--- config.mk ---
export PLATFORM = sky130hd
export DESIGN_NAME = adpll_loop_ctrl
export DESIGN_NICKNAME = d
export VERILOG_FILES = /design/src/rtl/adpll_pkg.sv /design/src/rtl/adpll_lock_detector.sv /design/src/rtl/adpll_loop_ctrl.sv
export SDC_FILE = /design/constraint.sdc
export NUM_CORES = 1
export LEC_CHECK = 0
export BUFFER_PORTS_ARGS = -buffer_cell sky130_fd_sc_hd__buf_2
export CAP_MARGIN = 20
export CORE_MARGIN = 8
export CORE_UTILIZATION = 41
export DETAILED_ROUTE_END_ITERATION = 8
export GPL_TIMING_DRIVEN = 0
export MAX_ROUTING_LAYER = met4
export SYNTH_ARGS = -nofsm -noshare
export SYNTH_HDL_FRONTEND = slang
export SYNTH_SLANG_ARGS = --single-unit
--- constraint.sdc ---
create_clock -name clk -period 4 [get_ports clk]
set_input_delay 0.8 -clock clk [delete_from_list [all_inputs] [get_ports clk]]
set_output_delay 0.8 -clock clk [all_outputs]
set_load 0.01 [all_outputs]
--- src/rtl/adpll_pkg.sv ---
// Shared types and helpers for the ADPLL acquisition/tracking controller.
package adpll_pkg;
  localparam int CODE_W_DEF = 10;

  typedef enum logic [1:0] {
    ST_IDLE   = 2'd0,
    ST_COARSE = 2'd1,
    ST_FINE   = 2'd2,
    ST_LOCKED = 2'd3
  } state_t;

  typedef enum logic [1:0] {
    DIR_NONE = 2'd0,
    DIR_UP   = 2'd1,
    DIR_DN   = 2'd2
  } dir_t;

  function automatic int unsigned midscale(int unsigned w);
    return 32'd1 << (w - 1);
  endfunction

  // Clamp instead of wrapping so a runaway loop parks the DCO at a rail.
  function automatic logic [31:0] sat_step(logic [31:0] code, logic [31:0] step,
                                           logic up, logic [31:0] max_code);
    if (up) return ((max_code - code) < step) ? max_code : code + step;
    return (code < step) ? 32'd0 : code - step;
  endfunction
endpackage

--- src/rtl/adpll_lock_detector.sv ---
// Tracks event direction history and decides when the loop gains or loses lock.
module adpll_lock_detector import adpll_pkg::*; #(
  parameter int LOCK_CNT   = 32,
  parameter int UNLOCK_RUN = 4
) (
  input  logic   clk,
  input  logic   reset_n,
  input  logic   ev,
  input  dir_t   ev_dir,
  input  state_t mode,
  input  logic   clear,
  output logic   reversal,
  output logic   lock_hit,
  output logic   unlock_hit
);
  localparam int ALT_W = $clog2(LOCK_CNT + 1);
  localparam int RUN_W = $clog2(UNLOCK_RUN + 1);

  logic [ALT_W-1:0] alt_cnt;
  logic [RUN_W-1:0] run_cnt;
  logic [RUN_W-1:0] run_next;
  dir_t             last_dir;

  assign reversal   = ev && (last_dir != DIR_NONE) && (ev_dir != last_dir);
  assign run_next   = reversal ? RUN_W'(1) : run_cnt + 1'b1;
  assign lock_hit   = ev && (mode == ST_FINE) && reversal &&
                      (alt_cnt == ALT_W'(LOCK_CNT - 1));
  assign unlock_hit = ev && (mode == ST_LOCKED) && (run_next == RUN_W'(UNLOCK_RUN));

  // Counters only move in their own mode, so each starts from zero on mode entry.
  always_ff @(posedge clk or negedge reset_n) begin
    if (!reset_n) begin
      alt_cnt  <= '0;
      run_cnt  <= '0;
      last_dir <= DIR_NONE;
    end else if (clear) begin
      alt_cnt  <= '0;
      run_cnt  <= '0;
      last_dir <= DIR_NONE;
    end else if (ev) begin
      last_dir <= ev_dir;
      if (mode == ST_FINE)   alt_cnt <= reversal ? alt_cnt + 1'b1 : '0;
      if (mode == ST_LOCKED) run_cnt <= run_next;
    end
  end
endmodule

--- src/rtl/adpll_loop_ctrl.sv ---
// ADPLL acquisition/tracking FSM and DCO code register.
// Define ADPLL_LOCK_STATS_EN to add the lock_loss_cnt statistics output.
module adpll_loop_ctrl import adpll_pkg::*; #(
  parameter int CODE_W      = CODE_W_DEF,
  parameter int COARSE_STEP = 16,
  parameter int LOCK_CNT    = 32,
  parameter int UNLOCK_RUN  = 4
) (
  input  logic              clk,
  input  logic              reset_n,
  input  logic              enable,
  input  logic              up_in,
  input  logic              dn_in,
  output logic [CODE_W-1:0] dco_code,
  output logic [1:0]        state_o,
  output logic              locked
`ifdef ADPLL_LOCK_STATS_EN
  ,
  output logic [7:0]        lock_loss_cnt
`endif
);
  localparam logic [CODE_W-1:0] MID_CODE = CODE_W'(midscale(CODE_W));
  localparam logic [31:0]       MAX_CODE = 32'((64'd1 << CODE_W) - 64'd1);

  state_t            state, state_next;
  logic [CODE_W-1:0] code_next;
  logic [31:0]       step;
  logic              ev, clear, reversal, lock_hit, unlock_hit;
  dir_t              ev_dir;

  // Events are ignored in IDLE and whenever the loop is being disabled.
  assign ev       = enable && (up_in ^ dn_in) && (state != ST_IDLE);
  assign ev_dir   = up_in ? DIR_UP : DIR_DN;
  assign step     = (state == ST_COARSE) ? 32'(COARSE_STEP) : 32'd1;
  assign clear    = (state_next == ST_IDLE) ||
                    ((state_next == ST_COARSE) && (state != ST_COARSE));
  assign state_o  = state;
  assign locked   = (state == ST_LOCKED);

  adpll_lock_detector #(
    .LOCK_CNT   (LOCK_CNT),
    .UNLOCK_RUN (UNLOCK_RUN)
  ) u_lock_det (
    .clk        (clk),
    .reset_n    (reset_n),
    .ev         (ev),
    .ev_dir     (ev_dir),
    .mode       (state),
    .clear      (clear),
    .reversal   (reversal),
    .lock_hit   (lock_hit),
    .unlock_hit (unlock_hit)
  );

  always_comb begin
    state_next = state;
    code_next  = dco_code;
    if (!enable) begin
      state_next = ST_IDLE;
    end else begin
      if (ev) code_next = CODE_W'(sat_step(32'(dco_code), step, up_in, MAX_CODE));
      case (state)
        ST_IDLE:   state_next = ST_COARSE;
        ST_COARSE: if (reversal) state_next = ST_FINE;
        ST_FINE:   if (lock_hit) state_next = ST_LOCKED;
        ST_LOCKED: if (unlock_hit) state_next = ST_COARSE;
        default:   state_next = ST_IDLE;
      endcase
    end
  end

  always_ff @(posedge clk or negedge reset_n) begin
    if (!reset_n) begin
      state    <= ST_IDLE;
      dco_code <= MID_CODE;
    end else begin
      state    <= state_next;
      dco_code <= code_next;
    end
  end

`ifdef ADPLL_LOCK_STATS_EN
  // Survives enable toggling so firmware can read how often tracking dropped out.
  always_ff @(posedge clk or negedge reset_n) begin
    if (!reset_n) begin
      lock_loss_cnt <= '0;
    end else if ((state == ST_LOCKED) && (state_next == ST_COARSE) &&
                 (lock_loss_cnt != 8'hFF)) begin
      lock_loss_cnt <= lock_loss_cnt + 8'd1;
    end
  end
`endif
endmodule

==> results of run 1 <==
## through the flow
| step | worst slack [ns] | cells | instance area (um2) |
|---|---|---|---|
| floorplan | 1.62 | 211 | 1730 |
| CTS | 1.29 | 281 | 1920 |
| detailed placement | 1.30 | 277 | 1870 |
| global placement | 1.29 | 277 | 1870 |
| global route | 0.948 | 281 | 1920 |
| finish | 1.23 | 281 | 1920 |
## cell usage after synthesis, drive strengths merged (2+ instances only)
master	number
a2111oi	2
a211oi	3
a21o	2
a21oi	22
a221oi	3
a31oi	4
and2b	2
and3	3
buf	5
clkbuf	8
dfrtp	22
ha	10
inv	11
mux2i	3
nand2	16
nand2b	2
nand3	7
nand3b	2
nand4	3
nand4b	2
nor2	21
nor2b	2
nor3	7
nor3b	2
o21a	4
o21ai	10
o22ai	4
o31ai	2
or3	3
xnor2	6
xor2	2
## registers in the layout, summed over array words and instances, names as in the netlist
name,flops
state_o,2
u_lock_det.alt_cnt,6
u_lock_det.run_cnt,3
u_lock_det.last_dir,2
dco_code,10
## cells in the final DEF (no fill, tap or decap), drive strengths merged, types with 3 or more instances in the layout
cell type  count
clkbuf        12
nand2         16
mux2i          3
buf           21
a21oi         22
a31oi          4
a221oi         3
xnor2          6
o22ai          4
dfrtp         22
nand3          7
and3           3
ha            10
or3            3
a211oi         3
inv           11
nor3           7
nand4          3
o21ai         10
o21a           4
nor2          21
## worst min-delay path by stage
stage | endpoint | start | slack, ns | depth (start not counted)
floorplan | dco_code[0]$_DFFE_PN0P_ | reset_n | 0.50 | 0
global placement | u_lock_det.run_cnt[1]$_DFFE_PN0P_ | u_lock_det.run_cnt[1]$_DFFE_PN0P_ | 0.53 | 2
detailed placement | u_lock_det.alt_cnt[1]$_DFFE_PN0P_ | u_lock_det.alt_cnt[1]$_DFFE_PN0P_ | 0.54 | 2
CTS | dco_code[2]$_DFFE_PN0P_ | reset_n | 0.53 | 1
global route | dco_code[2]$_DFFE_PN0P_ | reset_n | 0.55 | 1
finish | dco_code[2]$_DFFE_PN0P_ | reset_n | 0.51 | 1
## per-layer routing
metal | up-vias | share of wire (%)
met5 | - | 0
met4 | 0 | 1.0
met3 | 4 | 5.9
met2 | 43 | 44
met1 | 720 | 49
li1 | 809 | -
## report_power, final
part	switching, mW	total (mW)	internal, mW
Clock	0.0741	0.145	0.0711
Sequential	0.0435	0.319	0.275
Combinational	0.249	0.412	0.162
## cell type report
cell class	count	area [um2]
Inverter	11	41.3
Multi-Input combinational cell	164	1060
Tap cell	50	62.6
Timing Repair Buffer	16	80.1
Buffer	13	56.3
Sequential cell	23	577
Fill cell	424	2110
Clock buffer	4	45.0
## cell families (layout without fill, tap and decap cells)
logic type / after synthesis / in the layout / synth area share, %
AND/OR/NAND/NOR: 79 / 79 / 23.7
AO/OA/AOI/OAI: 63 / 63 / 23.7
buffers and inverters: 24 / 44 / 5.64
flip-flops: 23 / 23 / 33.3
adder cells (fa/ha/maj): 10 / 10 / 7.23
XOR/XNOR: 8 / 8 / 4.05
multiplexers: 4 / 4 / 2.38
==> summary.md, run 1 <==
| Metric | Value |
|---|---|
| Status | `finished clean` |
| Post-synth EDFFs | `0` |
| Placer Congestion | `0.918` |
| Crit-path max cell delay | `0.50 ns` |
| Clock root buffer master | `clkbuf_8` |
| Clk_skew | `0.00627 ns` |
| Largest net degree at the start of global routing | `24` |
| Floorplan row count | `23` |
| Crit path max fanout | `7` |
| # DRC | `0` |
| Total GRT Usage | `14.0%` |
| Critical Path End | `dco_code[5]$_DFFE_PN0P_` |
| P&R area growth vs syn | `10.8%` |
| Cell family with most CP delay | `compound AO/OA/AOI/OAI gates` |
| Prevailing post-synth register cell | `dfrtp_1` |
| CP Cell Sequence | `inv_1, nand2_1, ha_1, ha_1, or3b_2, a21oi_1, a21oi_1, a221oi_1, nor3_1` |
| Total setup buffers inserted after CTS | `0` |
| Fmax achieved | `361 MHz` |
| Die height | `81.0 um` |
| CTS Buf Count | `3` |
| Fin. max-slew vios | `0` |
| WP data required | `4.14 ns` |
| CP Depth | `9` |
| CTS tree | `built` |
| Antenna diodes | `0` |
| Hold_buf cts | `0` |
| Synthesized cell area | `1730 um2` |
| R2r worst-path depth | `9` |
| Die width | `81.0 um` |
| Setup TNS Final | `0 ns` |
| Worst min path class | `input pin to asynchronous set/reset pin` |
| WS Path Type | `register to register` |
| Mapped Nets | `226` |
| Maxcap violations | `0` |
| Worst hold slack | `0.513 ns` |
| # H-tree levels | `1` |
| #FFs+latches synth | `23` |
| Largest cells by area after synthesis | `dfrtp_1, ha_1, a21oi_1` |
| FFs w/ async S/R, synth | `100%` |
| Clk buf depth | `2` |
| Final hold vios | `0` |
| Unrepaired setup endpoints after global routing | `no` |
| Remaining global-route overflow | `0` |
| Worst Path Arrival | `2.91 ns` |
| Via density | `5.61` |
| Initial antenna violation count | `0` |
| Final WL | `4210 um` |
| Worst vdd ir | `0.202 mV` |
| Synth top area share | `31.8%` |
| Ys Warns | `0` |
| Met1 usage | `18.8%` |
| Final Util | `47.6%` |
| First-pass DRT Iterations | `4` |
| Crit end category | `register` |
| Die Area | `6560 um2` |
| CP startpoint | `state_o[1]$_DFF_PN0_` |
| Pwr Density | `456 nW/um2` |
| Static Leak | `0.792 nW` |
| Gr busiest metal | `met2` |
| Vias | `1576` |
| Slew margin rel. | `59.1%` |
| Fin nets | `247` |
| Antenna viol nets, final | `0` |
| WL per Instance | `15.0 um` |
| Minimum clock period | `2.77 ns` |
| Initial drt markers | `104` |
| Core ar. | `4030 um2` |
| Port Buf Inserts | `16` |
| Netlist cell types | `50` |
| Fin crit share | `69.2%` |
| Startpoint types | `register` |
| Share of cells above drive strength 1 | `13.9%` |
| Clock Pin Slew Worst Setup and Hold Paths | `0.08 ns` |
| CP max stage cell | `or3b_2` |
| Met3 Use GR | `2.98%` |
| CP bufs+invs | `1` |
| Total I/O pin count | `18` |
| Mean area per synthesized cell | `8.21 um2` |
| Area leader, netlist | `dfrtp_1` |
| Hpwl dp | `3100 um` |
| R2r setup slk | `1.23 ns` |
| Worst Tran Pin Value | `0.612 ns` |
| Worst-Skew Late Latency | `0.27 ns` |
| Global-route wire length before repair | `7160 um` |
| Final Power | `0.876 mW` |
| Syn Inst Count | `211` |
| M2 GR Usage | `20.9%` |
| Clock Sinks | `23` |
| Vias in the first global route | `1497` |
| RR Startpoint | `state_o[1]$_DFF_PN0_` |
| Resized cells post-CTS | `0` |
| Final Setup Violations | `0` |
| RR Endpoint | `dco_code[5]$_DFFE_PN0P_` |
| Starting density of the core | `43.0%` |
| Sequential fraction of the synthesis area | `33.3%` |
No activity file was read; power rests on OpenSTA's default activity.
==> run 2: changes to the inputs <==
==> constraint.sdc (replaced) <==
create_clock -name clk -period 2.7 [get_ports clk]
set_input_delay 0.54 -clock clk [delete_from_list [all_inputs] [get_ports clk]]
set_output_delay 0.54 -clock clk [all_outputs]
set_load 0.01 [all_outputs]
==> run 2 against run 1 <==
Net effect:
- flip-flop and latch count stayed put
- critical path depth is 1 lower
- setup slack got worse by 1.0 ns
- final cell count is the same
- global-route usage hardly changed
- wire length is 1.2% higher
- critical path type unchanged
- critical endpoint is now dco_code[8]$_DFFE_PN0P_
- highest routed layer unchanged
==> summary.md, run 2 (synthesized netlist as in run 1, its figures left out) <==
| Metric | Value |
|---|---|
| Clk buf depth | `2 (unchanged)` |
| # placed instances | `277 (unchanged)` |
| Minimum clock period | `2.49 ns (was 2.77 ns)` |
| CTS tree | `built (unchanged)` |
| Crit end category | `register (unchanged)` |
| Status | `finished clean (unchanged)` |
| Placer Congestion | `0.918 (unchanged)` |
| Antenna viol nets, final | `0 (unchanged)` |
| Startpoint types | `register (unchanged)` |
| CP max stage cell | `or3b_2 (unchanged)` |
| Total I/O pin count | `18 (unchanged)` |
| Die height | `81.0 um (unchanged)` |
| Hpwl dp | `3100 um (unchanged)` |
| Met3 wire length | `205 um (was 250 um)` |
| First-pass DRT Iterations | `4 (unchanged)` |
| Unrepaired setup endpoints after global routing | `no (unchanged)` |
| Total setup buffers inserted after CTS | `0 (unchanged)` |
| Clock root buffer master | `clkbuf_8 (unchanged)` |
| DR top layer | `met4 (unchanged)` |
| Final Power | `1.32 mW (was 0.876 mW)` |
| Port Buf Inserts | `16 (unchanged)` |
| Core ar. | `4030 um2 (unchanged)` |
| Commonest cells after routing, fill and taps aside | `buf_2, nor2_1, dfrtp_1 (was dfrtp_1, buf_2, nor2_1, a21oi_1, nand2_1)` |
| Vias in the first global route | `1499 (was 1497)` |
| Fin nets | `247 (unchanged)` |
| Hold_buf cts | `0 (unchanged)` |
| Final hold vios | `0 (unchanged)` |
| Fill cell count | `427 (was 424)` |
| Final Util | `48.1% (was 47.6%)` |
| Worst Path Arrival | `2.64 ns (was 2.91 ns)` |
| Pwr Density | `680 nW/um2 (was 456 nW/um2)` |
| # DRC | `0 (unchanged)` |
| Clock power frac | `16.6% (about the same)` |
| Most used cell, CP | `ha_1` |
| P&R area growth vs syn | `11.9% (was 10.8%)` |
| Final Setup Violations | `0 (unchanged)` |
| Max reg flops | `10 (unchanged)` |
| DP Worst Slack | `0.000280 ns (was 1.30 ns)` |
| WL per Instance | `15.2 um (was 15.0 um)` |
| Setup TNS Final | `0 ns (unchanged)` |
| Area of the multi-input gates | `1070 um2 (was 1060 um2)` |
| Worst Tran Pin Value | `0.612 ns (about the same)` |
| Crit path max fanout | `10 (was 7)` |
| DR WL met2 | `1940 um (was 1870 um)` |
| WS Path Type | `register to register (unchanged)` |
| Fmax achieved | `402 MHz (was 361 MHz)` |
| Crit-path max cell delay | `0.51 ns (was 0.50 ns)` |
| # H-tree levels | `1 (unchanged)` |
| Die width | `81.0 um (unchanged)` |
| Vias | `1577 (was 1576)` |
| Storage element area | `578 um2 (was 577 um2)` |
| Static Leak | `0.793 nW (was 0.792 nW)` |
| Global-route wire length before repair | `7150 um (was 7160 um)` |
| Switch Pwr | `0.561 mW (was 0.367 mW)` |
| CP Cell Sequence | `nand2_2, ha_1, ha_1, or3b_2, a211oi_1, mux2i_1, o21a_1, o22ai_1 (was inv_1, nand2_1, ha_1, ha_1, or3b_2, a21oi_1, a21oi_1, a221oi_1, nor3_1)` |
| Sequential share of power | `36.0% (was 36.4%)` |
| CTS Buf Count | `3 (unchanged)` |
| Combinational Power Share | `47.4% (was 47.0%)` |
| Non-filler cells, final | `281 (unchanged)` |
| Largest net degree at the start of global routing | `24 (unchanged)` |
| M1 WL | `2100 um (was 2050 um)` |
| R2r worst-path depth | `8 (was 9)` |
| Internal power | `0.757 mW (was 0.509 mW)` |
| WP data required | `2.85 ns (was 4.14 ns)` |
| Starting density of the core | `43.0% (unchanged)` |
| Critical Path End | `dco_code[8]$_DFFE_PN0P_ (was dco_code[5]$_DFFE_PN0P_)` |
| Final WL | `4260 um (was 4210 um)` |
| Fin. max-slew vios | `0 (unchanged)` |
| Fin crit share | `92.1% (was 69.2%)` |
| Die Area | `6560 um2 (unchanged)` |
| Switching Share | `42.6% (was 41.9%)` |
| Fin area | `1940 um2 (was 1920 um2)` |
| Worst vdd ir | `0.302 mV (was 0.202 mV)` |
| Share of cells above drive strength 1 | `16.0% (was 13.9%)` |
| R2r setup slk | `0.21 ns (was 1.23 ns)` |
| Antenna diodes | `0 (unchanged)` |
| Top Registers | `dco_code: 10 flops, u_lock_det.alt_cnt: 6 flops, u_lock_det.run_cnt: 3 flops (unchanged)` |
| Worst min path class | `input pin to asynchronous set/reset pin (unchanged)` |
| Via density | `5.61 (about the same)` |
| Placed inst area | `1870 um2 (unchanged)` |
| Clk_skew | `0.00922 ns (was 0.00627 ns)` |
| CP startpoint | `state_o[0]$_DFF_PN0_ (was state_o[1]$_DFF_PN0_)` |
| Total GRT Usage | `14.0% (about the same)` |
| Setup WS post-layout | `0.213 ns (was 1.23 ns)` |
| Initial drt markers | `113 (was 104)` |
| Initial antenna violation count | `0 (unchanged)` |
| RR Startpoint | `state_o[0]$_DFF_PN0_ (was state_o[1]$_DFF_PN0_)` |
| Remaining global-route overflow | `0 (unchanged)` |
| RR Endpoint | `dco_code[8]$_DFFE_PN0P_ (was dco_code[5]$_DFFE_PN0P_)` |
| Largest Register | `dco_code (unchanged)` |
| Clock Sinks | `23 (unchanged)` |
| Maxcap violations | `0 (unchanged)` |
| Clock Pin Slew Worst Setup and Hold Paths | `0.09 ns (was 0.08 ns)` |
| Worst hold slack | `0.244 ns (was 0.513 ns)` |
| Floorplan row count | `23 (unchanged)` |
| Worst-Skew Late Latency | `0.27 ns (about the same)` |
| Slew margin rel. | `59.1% (about the same)` |
run 2: layer usage:
metal / vias up / global-route usage, %
li1: 808 / -
met1: 733 / 18.7
met2: 34 / 20.9
met3: 2 / 2.98
met4: 0 / 3.57
met5: - / -
run 2: repair_timing:
action                     in CTS  in global routing
pin swaps                       0                  0
hold endpoints to repair        0                  0
setup endpoints to repair       1                  8
resized for setup               1                  5
run 2: how the worst min path moves through the flow:
stage | endpoint | slack [ns] | from
after detailed placement | u_lock_det.alt_cnt[1]$_DFFE_PN0P_ | 0.54 | u_lock_det.alt_cnt[1]$_DFFE_PN0P_
after CTS | dco_code[2]$_DFFE_PN0P_ | 0.27 | reset_n
after floorplan | dco_code[0]$_DFFE_PN0P_ | 0.24 | reset_n
final | dco_code[2]$_DFFE_PN0P_ | 0.24 | reset_n
after global placement | u_lock_det.run_cnt[1]$_DFFE_PN0P_ | 0.53 | u_lock_det.run_cnt[1]$_DFFE_PN0P_
after global routing | dco_code[2]$_DFFE_PN0P_ | 0.28 | reset_n
run 2: area by class of cell:
class	count	area share, %
timing repair buffer	16	4.13
inverter	11	2.13
clock buffer	4	2.32
tap	50	3.23
multi-input combinational	164	55.5
sequential	23	29.8
buffer	13	2.91
run 2: power by group through the flow:
stage	Combinational, mW	Sequential [mW]	Clock [mW]
4_1_cts	0.610	0.474	0.230
3_5_place_dp	0.606	0.480	0
6_report	0.625	0.474	0.219
2_1_floorplan	0.419	0.497	0
5_1_grt	0.697	0.487	0.244
3_3_place_gp	0.600	0.478	0
run 2: worst max-delay path, delay by kind of cell, from the launching register on:
| family | cells | cell delay [ns] |
|---|---|---|
| adders and majority gates | 2 | 0.43 |
| AOI/OAI and AO/OA | 3 | 0.55 |
| muxes | 1 | 0.23 |
| and+or+nand+nor | 2 | 0.69 |
| DFF | 1 | 0.48 |
==> run 3: changes to the inputs <==
==> constraint.sdc (replaced) <==
create_clock -name clk -period 3 [get_ports clk]
set_input_delay 0.6 -clock clk [delete_from_list [all_inputs] [get_ports clk]]
set_output_delay 0.6 -clock clk [all_outputs]
set_load 0.01 [all_outputs]
==> run 3 against run 2 <==
Net effect:
- die area unchanged
- fmax is 7.9% lower
- power down 11%
- clock skew is 0.0030 ns lower
- first-iteration DRC count grew 2.7%
- non-clock buffer count stayed put
- hold slack better by 0.067 ns
- register-to-register slack gained 0.09 ns
- wire length fell by 1.7%
- final area decreased by 0.77%
- sequential share of layout area is 0.17 points higher
- critical endpoint is now dco_code[5]$_DFFE_PN0P_
- largest cell class unchanged
==> summary.md, run 3 (synthesized netlist as in run 1, its figures left out) <==
| Metric | Value |
|---|---|
| Worst-Skew Late Latency | `0.27 ns (about the same)` |
| Crit end category | `register (unchanged)` |
| Pwr Density | `608 nW/um2 (was 680 nW/um2)` |
| Antenna viol nets, final | `0 (unchanged)` |
| Setup TNS Final | `0 ns (unchanged)` |
| Placer Congestion | `0.918 (unchanged)` |
| Most common cell after layout, fill and taps aside | `dfrtp_1` |
| WP data required | `3.14 ns (was 2.85 ns)` |
| # H-tree levels | `1 (unchanged)` |
| WL per Instance | `14.9 um (was 15.2 um)` |
| Vias in the first global route | `1497 (was 1499)` |
| Largest net degree at the start of global routing | `24 (unchanged)` |
| Worst hold slack | `0.312 ns (was 0.244 ns)` |
| Die width | `81.0 um (unchanged)` |
| Final WL | `4190 um (was 4260 um)` |
| RR Startpoint | `state_o[1]$_DFF_PN0_ (was state_o[0]$_DFF_PN0_)` |
| Starting density of the core | `43.0% (unchanged)` |
| P&R area growth vs syn | `11.1% (was 11.9%)` |
| Commonest cells after routing, fill and taps aside | `dfrtp_1, buf_2, nor2_1 (was buf_2, nor2_1, dfrtp_1)` |
| Resized cells post-CTS | `0 (was 1)` |
| Fin crit share | `90.0% (was 92.1%)` |
| Port Buf Inserts | `16 (unchanged)` |
| Total GRT Usage | `14.0% (about the same)` |
| Maxcap violations | `0 (unchanged)` |
| Minimum clock period | `2.70 ns (was 2.49 ns)` |
| Crit path max fanout | `7 (was 10)` |
| Largest Register | `dco_code (unchanged)` |
| Fin nets | `247 (unchanged)` |
| Total setup buffers inserted after CTS | `0 (unchanged)` |
| Top Registers | `dco_code: 10 flops, u_lock_det.alt_cnt: 6 flops, u_lock_det.run_cnt: 3 flops (unchanged)` |
| Clk buf depth | `2 (unchanged)` |
| Remaining global-route overflow | `0 (unchanged)` |
| Antenna diodes | `0 (unchanged)` |
| Worst Tran Pin Value | `0.612 ns (about the same)` |
| Area of the multi-input gates | `1060 um2 (was 1070 um2)` |
| Worst min path class | `input pin to asynchronous set/reset pin (unchanged)` |
| Static Leak | `0.793 nW (about the same)` |
| Initial antenna violation count | `0 (unchanged)` |
| # DRC | `0 (unchanged)` |
| Fill cell count | `424 (was 427)` |
| CTS tree | `built (unchanged)` |
| Clock Pin Slew Worst Setup and Hold Paths | `0.08 ns (was 0.09 ns)` |
| Placed inst area | `1870 um2 (unchanged)` |
| Unrepaired setup endpoints after global routing | `no (unchanged)` |
| Clock Sinks | `23 (unchanged)` |
| Status | `finished clean (unchanged)` |
| Die Area | `6560 um2 (unchanged)` |
| Hold_buf cts | `0 (unchanged)` |
| Vias | `1576 (was 1577)` |
| First-pass DRT Iterations | `4 (unchanged)` |
| Final Setup Violations | `0 (unchanged)` |
| CTS Buf Count | `3 (unchanged)` |
| Share of cells above drive strength 1 | `14.3% (was 16.0%)` |
| Storage element area | `577 um2 (was 578 um2)` |
| Floorplan row count | `23 (unchanged)` |
| Via density | `5.61 (about the same)` |
| Final Power | `1.17 mW (was 1.32 mW)` |
| Total I/O pin count | `18 (unchanged)` |
| Worst vdd ir | `0.272 mV (was 0.302 mV)` |
| Die height | `81.0 um (unchanged)` |
| WS Path Type | `register to register (unchanged)` |
| CP startpoint | `state_o[1]$_DFF_PN0_ (was state_o[0]$_DFF_PN0_)` |
| Global-route wire length before repair | `7160 um (was 7150 um)` |
| Clk_skew | `0.00617 ns (was 0.00922 ns)` |
| Hpwl dp | `3100 um (unchanged)` |
| Startpoint types | `register (unchanged)` |
| Clock root buffer master | `clkbuf_8 (unchanged)` |
| Slew margin rel. | `59.1% (about the same)` |
| Core ar. | `4030 um2 (unchanged)` |
| Fmax achieved | `370 MHz (was 402 MHz)` |
| Final hold vios | `0 (unchanged)` |
| Initial drt markers | `116 (was 113)` |
| Fin. max-slew vios | `0 (unchanged)` |
| Max reg flops | `10 (unchanged)` |
| Fin area | `1920 um2 (was 1940 um2)` |
| Worst Path Arrival | `2.84 ns (was 2.64 ns)` |
==> run 3: changes by cell type in the layout (fill, tap and decap cells not counted) <==
cell,previous run,this run
a2111oi_0,0,1
a2111oi_1,1,0
a21oi_1,19,20
a21oi_2,3,2
a221oi_1,2,3
a221oi_2,1,0
dfrtp_1,21,22
dfrtp_2,1,0
nand2_1,15,16
nand2_2,1,0
==> run 3: area by class of cell <==
cell class | count | share of cell area, %
Buffer | 13 | 2.93
Clock buffer | 4 | 2.34
Inverter | 11 | 2.15
Multi-Input combinational cell | 164 | 55.2
Sequential cell | 23 | 30.0
Tap cell | 50 | 3.25
Timing Repair Buffer | 16 | 4.16
==> run 3: worst max-delay path, cell delays in order (launching register included) <==
cell      delay (ns)
dfrtp_1         0.45
inv_1           0.11
nand2_1         0.21
ha_1            0.24
ha_1            0.22
or3b_2          0.50
a21oi_1         0.29
a21oi_2         0.16
a221oi_1        0.32
nor3_1          0.09
==> run 3: worst paths after layout <==
| kind | end | slack (ns) | depth (start not counted) |
|---|---|---|---|
| hold reg to reg | u_lock_det.run_cnt[1]$_DFFE_PN0P_ | 0.55 | 2 |
| hold / removal | dco_code[2]$_DFFE_PN0P_ | 0.31 | 1 |
| min in group clk | u_lock_det.run_cnt[1]$_DFFE_PN0P_ | 0.55 | 2 |
| max in group asynchronous | dco_code[9]$_DFFE_PN1P_ | 2.32 | 1 |
| setup reg to reg | dco_code[5]$_DFFE_PN0P_ | 0.30 | 9 |
| setup / recovery | dco_code[5]$_DFFE_PN0P_ | 0.30 | 9 |
==> run 3: power by group <==
part | total (mW) | internal (mW) | switching, mW
clock | 0.194 | 0.0948 | 0.0993
combinational | 0.549 | 0.217 | 0.333
sequential | 0.426 | 0.367 | 0.0589
total | 1.17 | 0.678 | 0.491
==> run 3: per-stage QoR <==
step | utilization [%] | cells | worst slack, ns
3_3_place_gp | 46.5 | 277 | 0.291
6_report | 47.7 | 281 | 0.299
2_1_floorplan | - | 211 | 0.625
5_1_grt | 47.7 | 281 | 0.0204
4_1_cts | 47.6 | 281 | 0.291
3_5_place_dp | 46.5 | 277 | 0.300
==> run 3: layer usage <==
metal | vias up | routed length [um] | track usage, %
li1 | 809 | - | -
met1 | 727 | 2070 | 18.8
met2 | 36 | 1850 | 20.9
met3 | 4 | 227 | 2.98
met4 | 0 | 44 | 3.57
met5 | - | 0 | -
